**config.mk**
```make
export PLATFORM = sky130hd
export DESIGN_NAME = branch_predictor
export DESIGN_NICKNAME = d
export VERILOG_FILES = /design/src/rtl/branch_predictor_pkg.sv /design/src/rtl/branch_predictor_sat_counter2.sv /design/src/rtl/branch_predictor.sv
export SDC_FILE = /design/constraint.sdc
export NUM_CORES = 1
export LEC_CHECK = 0
export CELL_PAD_IN_SITES_DETAIL_PLACEMENT = 1
export CELL_PAD_IN_SITES_GLOBAL_PLACEMENT = 1
export CORE_AREA = 2 2 239 241
export DETAILED_ROUTE_END_ITERATION = 8
export DIE_AREA = 0 0 241 243
export PLACE_DENSITY = 0.79
export SLEW_MARGIN = 20
export SYNTH_ARGS = -nofsm -noshare
export SYNTH_HDL_FRONTEND = slang
export SYNTH_SLANG_ARGS = --single-unit
export TNS_END_PERCENT = 5
```
**constraint.sdc**
```tcl
create_clock -name clk -period 5.6 [get_ports clk]
set_input_delay 0.84 -clock clk [delete_from_list [all_inputs] [get_ports clk]]
set_output_delay 0.84 -clock clk [all_outputs]
set_load 0.1 [all_outputs]
```
**src/rtl/branch_predictor_pkg.sv**
```systemverilog
`default_nettype none
// ============================================================================
// Module      : branch_predictor_pkg
// Description : Shared constants for the branch predictor: default widths,
//               prediction-mode encodings, 2-bit counter states and the
//               operation codes understood by sat_counter2.
// Revision    : 1.0 - initial release
// ============================================================================
package branch_predictor_pkg;

   localparam int DEFAULT_WORD_SIZE  = 16;
   localparam int DEFAULT_INDEX_BITS = 4;

   // Prediction mode encodings
   localparam int BP_BIMODAL   = 0;
   localparam int BP_STATIC_NT = 1;
   localparam int BP_BTB_ONLY  = 2;

   // 2-bit direction counter states
   localparam logic [1:0] CNT_SNT = 2'd0;  // strongly not taken
   localparam logic [1:0] CNT_WNT = 2'd1;  // weakly not taken
   localparam logic [1:0] CNT_WT  = 2'd2;  // weakly taken
   localparam logic [1:0] CNT_ST  = 2'd3;  // strongly taken

   // Operations applied to a single entry counter in one cycle
   typedef enum logic [1:0] {
      CNT_HOLD = 2'd0,
      CNT_INC  = 2'd1,
      CNT_DEC  = 2'd2,
      CNT_LOAD = 2'd3
   } cnt_op_e;

endpackage
`default_nettype wire

```
**src/rtl/branch_predictor_sat_counter2.sv**
```systemverilog
`default_nettype none
// ============================================================================
// Module      : sat_counter2
// Description : 2-bit saturating up/down counter with synchronous load.
//               Ports:
//                 clk      - clock, rising edge
//                 reset_n  - asynchronous active-low reset (to RESET_VAL)
//                 op       - CNT_HOLD / CNT_INC / CNT_DEC / CNT_LOAD
//                 load_val - value taken on CNT_LOAD
//                 count    - current counter value
// Revision    : 1.0 - initial release
// ============================================================================
module sat_counter2
   import branch_predictor_pkg::*;
#(
   parameter logic [1:0] RESET_VAL = CNT_WT
) (
   input  logic       clk,
   input  logic       reset_n,
   input  logic [1:0] op,
   input  logic [1:0] load_val,
   output logic [1:0] count
);

   always_ff @(posedge clk or negedge reset_n) begin
      if (!reset_n) begin
         count <= RESET_VAL;
      end else begin
         case (op)
            CNT_INC:  if (count != CNT_ST)  count <= count + 2'd1;
            CNT_DEC:  if (count != CNT_SNT) count <= count - 2'd1;
            CNT_LOAD: count <= load_val;
            default:  count <= count;
         endcase
      end
   end

endmodule
`default_nettype wire

```
**src/rtl/branch_predictor.sv**
```systemverilog
`default_nettype none
// ============================================================================
// Module      : branch_predictor
// Description : Direct-mapped, tagged branch target buffer with per-entry
//               2-bit direction counters and a selectable prediction mode.
//               Lookup is combinational from the fetch PC; updates from the
//               resolving stage are registered. Saturating statistics.
//               Ports:
//                 clk, reset_n                 - clock / async active-low reset
//                 lookup_valid, lookup_pc      - fetch request
//                 pred_taken, pred_target,
//                 pred_next_pc                 - prediction (combinational)
//                 update_valid, update_pc,
//                 update_taken, update_target,
//                 update_is_cond,
//                 update_mispredict            - resolved control instruction
//                 flush_all                    - invalidate whole table
//                 stat_lookups, stat_hits,
//                 stat_mispredicts             - saturating statistics
// Revision    : 1.0 - initial release
// ============================================================================
module branch_predictor
   import branch_predictor_pkg::*;
#(
   parameter int         WORD_SIZE  = DEFAULT_WORD_SIZE,
   parameter int         INDEX_BITS = DEFAULT_INDEX_BITS,
   parameter int         MODE       = BP_BIMODAL,
   parameter logic [1:0] CNT_INIT   = 2'b10
) (
   input  logic                 clk,
   input  logic                 reset_n,
   input  logic                 lookup_valid,
   input  logic [WORD_SIZE-1:0] lookup_pc,
   output logic                 pred_taken,
   output logic [WORD_SIZE-1:0] pred_target,
   output logic [WORD_SIZE-1:0] pred_next_pc,
   input  logic                 update_valid,
   input  logic [WORD_SIZE-1:0] update_pc,
   input  logic                 update_taken,
   input  logic [WORD_SIZE-1:0] update_target,
   input  logic                 update_is_cond,
   input  logic                 update_mispredict,
   input  logic                 flush_all,
   output logic [WORD_SIZE-1:0] stat_lookups,
   output logic [WORD_SIZE-1:0] stat_hits,
   output logic [WORD_SIZE-1:0] stat_mispredicts
);

   localparam int ENTRIES  = 1 << INDEX_BITS;
   localparam int TAG_BITS = WORD_SIZE - INDEX_BITS;
   localparam logic [WORD_SIZE-1:0] ONE = {{(WORD_SIZE-1){1'b0}}, 1'b1};

   // ------------------------------------------------------------------------
   // Table storage
   // ------------------------------------------------------------------------
   logic [ENTRIES-1:0]   valid;
   logic [TAG_BITS-1:0]  tag_mem    [ENTRIES];
   logic [WORD_SIZE-1:0] target_mem [ENTRIES];
   logic [1:0]           cnt        [ENTRIES];

   // ------------------------------------------------------------------------
   // Lookup path (combinational, reads pre-update contents: no bypass)
   // ------------------------------------------------------------------------
   logic [INDEX_BITS-1:0] lk_idx;
   logic [TAG_BITS-1:0]   lk_tag;
   logic                  hit;

   assign lk_idx = lookup_pc[INDEX_BITS-1:0];
   assign lk_tag = lookup_pc[WORD_SIZE-1:INDEX_BITS];
   assign hit    = valid[lk_idx] && (tag_mem[lk_idx] == lk_tag);

   always_comb begin
      pred_taken = 1'b0;
      case (MODE)
         BP_STATIC_NT: pred_taken = 1'b0;
         BP_BTB_ONLY:  pred_taken = hit;
         default:      pred_taken = hit && cnt[lk_idx][1];
      endcase
   end

   assign pred_target  = hit ? target_mem[lk_idx] : '0;
   assign pred_next_pc = pred_taken ? pred_target : (lookup_pc + ONE);

   // ------------------------------------------------------------------------
   // Update decode
   // ------------------------------------------------------------------------
   logic [INDEX_BITS-1:0] up_idx;
   logic [TAG_BITS-1:0]   up_tag;
   logic                  up_hit;
   logic                  do_update;   // flush_all drops the update
   logic                  alloc;
   logic                  wr_target;
   cnt_op_e               cnt_op;
   logic [1:0]            cnt_load;

   assign up_idx    = update_pc[INDEX_BITS-1:0];
   assign up_tag    = update_pc[WORD_SIZE-1:INDEX_BITS];
   assign up_hit    = valid[up_idx] && (tag_mem[up_idx] == up_tag);
   assign do_update = update_valid && !flush_all;
   assign alloc     = do_update && !up_hit && update_taken;
   // A not-taken conditional hit keeps its old target; everything else
   // that touches the table rewrites it.
   assign wr_target = do_update &&
                      (up_hit ? (!update_is_cond || update_taken) : update_taken);

   always_comb begin
      cnt_op   = CNT_HOLD;
      cnt_load = CNT_ST;
      if (do_update) begin
         if (up_hit) begin
            if (update_is_cond) cnt_op = update_taken ? CNT_INC : CNT_DEC;
            else                cnt_op = CNT_LOAD;
         end else if (update_taken) begin
            cnt_op   = CNT_LOAD;
            cnt_load = update_is_cond ? CNT_INIT : CNT_ST;
         end
      end
   end

   // ------------------------------------------------------------------------
   // Per-entry direction counters
   // ------------------------------------------------------------------------
   for (genvar i = 0; i < ENTRIES; i++) begin : g_entry
      logic [1:0] entry_op;
      assign entry_op = (up_idx == INDEX_BITS'(i)) ? cnt_op : CNT_HOLD;

      sat_counter2 #(
         .RESET_VAL (CNT_INIT)
      ) u_cnt (
         .clk      (clk),
         .reset_n  (reset_n),
         .op       (entry_op),
         .load_val (cnt_load),
         .count    (cnt[i])
      );
   end

   // ------------------------------------------------------------------------
   // Valid / tag / target storage
   // ------------------------------------------------------------------------
   always_ff @(posedge clk or negedge reset_n) begin
      if (!reset_n) begin
         valid <= '0;
         for (int i = 0; i < ENTRIES; i++) begin
            tag_mem[i]    <= '0;
            target_mem[i] <= '0;
         end
      end else begin
         if (flush_all) begin
            valid <= '0;
         end else if (alloc) begin
            valid[up_idx]   <= 1'b1;
            tag_mem[up_idx] <= up_tag;
         end
         if (wr_target) target_mem[up_idx] <= update_target;
      end
   end

   // ------------------------------------------------------------------------
   // Statistics, saturating at all ones
   // ------------------------------------------------------------------------
   always_ff @(posedge clk or negedge reset_n) begin
      if (!reset_n) begin
         stat_lookups     <= '0;
         stat_hits        <= '0;
         stat_mispredicts <= '0;
      end else begin
         if (lookup_valid && (stat_lookups != '1))
            stat_lookups <= stat_lookups + ONE;
         if (lookup_valid && hit && (stat_hits != '1))
            stat_hits <= stat_hits + ONE;
         // Counted even when flush_all drops the update itself
         if (update_valid && update_mispredict && (stat_mispredicts != '1))
            stat_mispredicts <= stat_mispredicts + ONE;
      end
   end

endmodule
`default_nettype wire
```
# Yosys cells after proc, flatten, opt, wreduce, memory -nomap -nowiden
# Cells that the tools add are included.
# totals
register_bits	544
in_bits	56
output_inout_bits	81
elab_cells	385
# classes
add_sub_neg	36
n_lt_le_gt_ge	6
n_eq_ne	116
n_mux	102
n_bitwise	4
reduce_logical	69
# ops
op	n
bitwise mux 256 bit	1
bitwise mux 192 bit	1
2-to-1 mux 16 bit	7
2-to-1 mux 2 bit	56
binary-select mux 12 bit (select 4 bit)	2
case mux 2 bit (3 select lines)	16
adder 16 x 1 -> 16 bit (second input constant)	4
binary-select mux 16 bit (select 4 bit)	1
demux 16 bit (select 4 bit)	1
== test 2 bit (second input constant)	32
!= test 2 x 1 -> 1 bit (second input constant)	32
2-to-1 mux 12 bit	5
demux 12 bit (select 4 bit)	1
!= test 16 bit (second input constant)	3
AND reduction 3 bit	16
nonzero test 3 bit	16
nonzero test 2 bit	17
adder 2 x 1 -> 2 bit (second input constant)	16
== test 2 x 1 -> 1 bit (second input constant)	16
== test 4 bit (second input constant)	8
!= test 2 bit (second input constant)	16
subtractor 2 x 1 -> 2 bit (second input constant)	16
== test 12 bit	2
== test 4 x 3 -> 1 bit (second input constant)	4
18 further kinds	44

# Logic depth before layout (Yosys ltp)
# logic_depth
word_depth	12
depth_mapped	15
depth_no_buf	9

# Modules after synthesis
# A second synthesis with hierarchy kept.
# unflattened
hier_cells	2080
hier_area_um2	28960.3
# by_module_without_submodules
mod	n_inst	cells_each	area_each_um2	seq_area_each_um2
branch_predictor	1	1888	27007.2	12812.3
sat_counter2 at g_entry[0].u_cnt ...	15	12	122.6	51.3
sat_counter2 at g_entry[9].u_cnt	1	12	113.9	51.3

# Worst setup path before layout
# OpenSTA, ideal clock, no wires.
# synth_path
path_kind	input to output
start	in lookup_pc[0]
end	out pred_next_pc[0]
arrival_ns	5.511
required_time_ns	4.760
slack_ns	-0.751
stages	13
path_buffers	5
cell_sequence	buf_2 -> buf_2 -> buf_2 -> mux4_2 -> mux2i_1 -> mux2i_1 -> xor2_1 -> a2111oi_0 -> nand4_1 -> nor2b_1 -> buf_2 -> buf_2 -> mux2i_1
# synth_between
elab_chain_len	8
elab_cells_between_ends	18
classes_between	add/sub (1); eq/ne (1); mux (13); bitwise (1); reduce/logical (2)
# synth_lines
item	line	rtl
start: declaration	branch_predictor.sv:33	input logic [WORD_SIZE-1:0] lookup_pc,
NOT 4 -> 5 bit (not written as such)	branch_predictor.sv:70, branch_predictor.sv:77	
binary-select mux 12 bit (select 4 bit)	branch_predictor.sv:70	assign hit = valid[lk_idx] && (tag_mem[lk_idx] == lk_tag);
2-to-1 mux 12 bit (not written as such) (2 in a row)	branch_predictor.sv:70	
== test 12 bit	branch_predictor.sv:70	
logical AND 1 bit	branch_predictor.sv:70	
logical AND 1 bit (*)	branch_predictor.sv:77	default: pred_taken = hit && cnt[lk_idx][1];
net pred_taken	branch_predictor.sv:34	output logic pred_taken,
2-to-1 mux 16 bit (*)	branch_predictor.sv:82	assign pred_next_pc = pred_taken ? pred_target : (lookup_pc + ONE);
end: declaration	branch_predictor.sv:36	output logic [WORD_SIZE-1:0] pred_next_pc,
# The timed path passes the listed nets; every way through them passes the cells marked *. The select of a mux whose other input is x is not followed.

# Final worst setup path
# layout_path
start	in lookup_pc[0]
end	out pred_next_pc[8]
# layout_between
elab_chain_len	8
elab_cells_between_ends	18
classes_between	add/sub (1); eq/ne (1); mux (13); bitwise (1); reduce/logical (2)
# layout_lines
item	line
NOT 4 -> 5 bit (not written as such)	branch_predictor.sv:70, branch_predictor.sv:77, branch_predictor.sv:81
binary-select mux 12 bit (select 4 bit)	branch_predictor.sv:70
2-to-1 mux 12 bit (not written as such) (2 in a row)	branch_predictor.sv:70
== test 12 bit	branch_predictor.sv:70
logical AND 1 bit	branch_predictor.sv:70
2-to-1 mux 16 bit or logical AND 1 bit (tied branches)	branch_predictor.sv:81, branch_predictor.sv:77
2-to-1 mux 16 bit (*)	branch_predictor.sv:82
# Mark *: on every way between the ends. The rest lies on a longest branch, timed or not. The select of a mux whose other input is x is not followed.

==> results.cfg <==
[outcome]
outcome = complete, no violations

[global_route]
grt_pass1_wl_mm = 135.0
grt_max_degree = 126
grt_usage = 0.3074
antenna_found_initial = 4
grt_pass1_vias = 20977
overflow = 0

[detailed_routing]
wl_mm = 87.71
drc = 0
wire_per_inst_um = 30.12
viasPerCell = 6.559
vias = 19100
drt-pass1-iter-count = 7
postRouteAntennaNets = 0
drtIter0Drc = 1907

[floorplanning]
core_um2 = 55950
dieWidth_um = 241
start_util = 0.5059
pin_count = 137
dieArea_um2 = 58560
die_h_um = 243
rows = 87

[synthesis]
synth_most_common_cell = dfrtp_1
mappedNetlistNets = 2043
synth_top_area_cell = dfrtp_1
synth_commonest_cells = 528 x dfrtp_1, 479 x mux2_2, 186 x mux4_2
async_reset_ff_frac = 1.000
synthDominantCellAreaShare = 0.4668
synthFlopType = dfrtp_1
netlist_instances = 1983
yosysWarnings = 0
synth.area.top_cells = dfrtp_1 47%, mux2_2 19%, mux4_2 15%, mux2i_1 1.6%, xor2_1 1.5%
synth-seq-cells = 544
synth-edff-count = 0
yosysSeqAreaShare = 0.4817
synthesis.area_um2 = 28300
synth_cell_types = 66
syn_area_per_cell_um2 = 14.27

[cts]
clkLatencyLatePin_ps = 640
h-tree-depth = 2
cts_tree = built
clk_path_buf_depth = 3
hold_buffers = 0
cts.clk_slew.worst_paths_ps = 60
cts.sinks = 544
post-cts-setup-buffers = 0
root_buffer = clkbuf_16
cts_resized = 0
cts_buffers = 57

[sta]
timing.final.max_slew_violations = 0
timing.final.crit_share = 0.9386
finalSetupTns_ps = 0
rsz0062_at_grt = no
max_slew.worst_pin.slew_ps = 1023
setup_violations = 0
relSlewSlack = 0.3158
clock.fmax_mhz = 190.3
clock_skew_ps = 30.62
finalHoldViolations = 0
period_minus_slack_ps = 5256

[power_and_ir_drop]
power_density_nw_per_um2 = 333.3
cellLeakagePower_nw = 14.56
peakVddDrop_uv = 244.6

[finish]
final_nets = 2166
final_cells = 2912
area_delta_synth_final_pct = 16.59
num-fill-cells = 5239
layout-drive-gt1-share = 0.4482
design_area_um2 = 33000

[setup_path]
endpoint_kind = output port
critPathMaxFanout = 34
crit_slowest_cell = mux4_2
crit_path_start_kind = input pin
critical_path_class = input pin to output port
crit_required_ps = 4760
path_cells = clkbuf_8, buf_4, mux4_2, mux2i_1, mux2i_1, xor2_1, a2111oi_0, nand4_1, nor2b_2, buf_4, mux2_2, buf_12
arrival_ps = 4420
max_stage_delay_ps = 520

[placed_design]
place_inst = 2803
placed_area_um2 = 30970
gp_congestion = 0.8838
port_buffers = 136
dp.final_hpwl_mm = 55.44

[hold_path]
hold_path_class = input pin to asynchronous set/reset pin

[run]
max_cap_viol_count = 0
==> metal layers <==
metal / GRT usage / vias up / wire, um
met2: 0.5079 / 783 / 43960
met1: 0.4073 / 10350 / 35410
met4: 0.1207 / 2 / 3396
met5: 0 / - / 11
li1: - / 7744 / -
met3: 0.04879 / 221 / 4930
==> where the power goes <==
part	internal, mW	total (mW)	switching (mW)
sequential	4.42	4.81	0.387
combinational	0.965	2.10	1.13
clock	2.42	4.10	1.68
total	7.80	11.0	3.20
==> stage by stage <==
step	hold slack, ps	util	power, mW	setup WS, ps
after floorplan	465.2	-	6.192	-14.69
after global routing	228.4	0.5898	11.38	195.0
after global placement	478.0	0.5535	6.774	366.1
after CTS	211.0	0.5897	11.05	350.8
final	203.6	0.5898	11.00	343.9
after detailed placement	478.5	0.5535	6.922	371.1
==> cells in the final DEF (no fill, tap or decap), types with 9 or more instances in the layout <==
master           instances
nor2_1                  41
o221a_2                 14
buf_4                   72
buf_12                  45
nand2_1                 66
clkdlybuf4s50_1         95
nor4_1                  13
mux2_2                 479
and3_1                  15
nor2b_1                 24
mux2i_1                 45
clkbuf_16               58
dfrtp_1                528
or2_2                   15
clkbuf_8                12
dfstp_2                 16
mux4_2                 186
o22a_1                  10
a21oi_1                 18
xor2_1                  49
nor3_1                  10
xnor2_1                 35
inv_1                   32
nand4_1                 20
o21ai_0                 16
a2bb2oi_1                9
clkinv_2                13
nand3_1                 40
==> worst max-delay path, delay by kind of cell <==
| kind | cells | cell delay, ps |
|---|---|---|
| buf+inv | 4 | 1210 |
| compound gates | 1 | 470 |
| xor+xnor | 1 | 190 |
| simple gates | 2 | 380 |
| mux | 4 | 1250 |
==> flip-flops by register name (all words and copies together) (netlist names) <==
| signal | flops |
|---|---|
| g_entry.u_cnt.count | 32 |
| stat_hits | 16 |
| stat_lookups | 16 |
| stat_mispredicts | 16 |
| tag_mem | 192 |
| target_mem | 256 |
| valid | 16 |
==> worst paths after layout <==
kind                         startpoint         endpoint  slack, ps  cells after the start
min reg2reg                stat_hits[8]     stat_hits[8]        490                      1
max reg2reg                tag_mem[115]      tag_mem[29]       1600                     10
max in group asynchronous       reset_n      tag_mem[97]       4140                      2
max                        lookup_pc[0]  pred_next_pc[8]        340                     12
min                             reset_n  target_mem[224]        200                      1
min in group clk           stat_hits[8]     stat_hits[8]        490                      1
==> area by class of cell <==
type,instances,area (um^2),share of cell area
inverter,35,131.4,0.003981
timing repair buffer,218,2441,0.07397
clock buffer,77,1633,0.04948
sequential,544,13630,0.4131
antenna,3,7.507,0.0002275
clock inverter,29,390.4,0.01183
multi-input combinational,1250,13820,0.4187
tap,756,945.9,0.02866
==> cell families after synthesis <==
| logic type | after synthesis | share of synthesized area |
|---|---|---|
| DFF | 544 | 0.4817 |
| buffers and inverters | 189 | 0.03209 |
| and+or+nand+nor | 290 | 0.05473 |
| AOI/OAI and AO/OA | 161 | 0.04893 |
| adders and majority gates | 4 | 0.001768 |
| xor gates and xnor gates | 84 | 0.02599 |
| muxes | 711 | 0.3548 |
No activity file was read; power rests on OpenSTA's default activity.
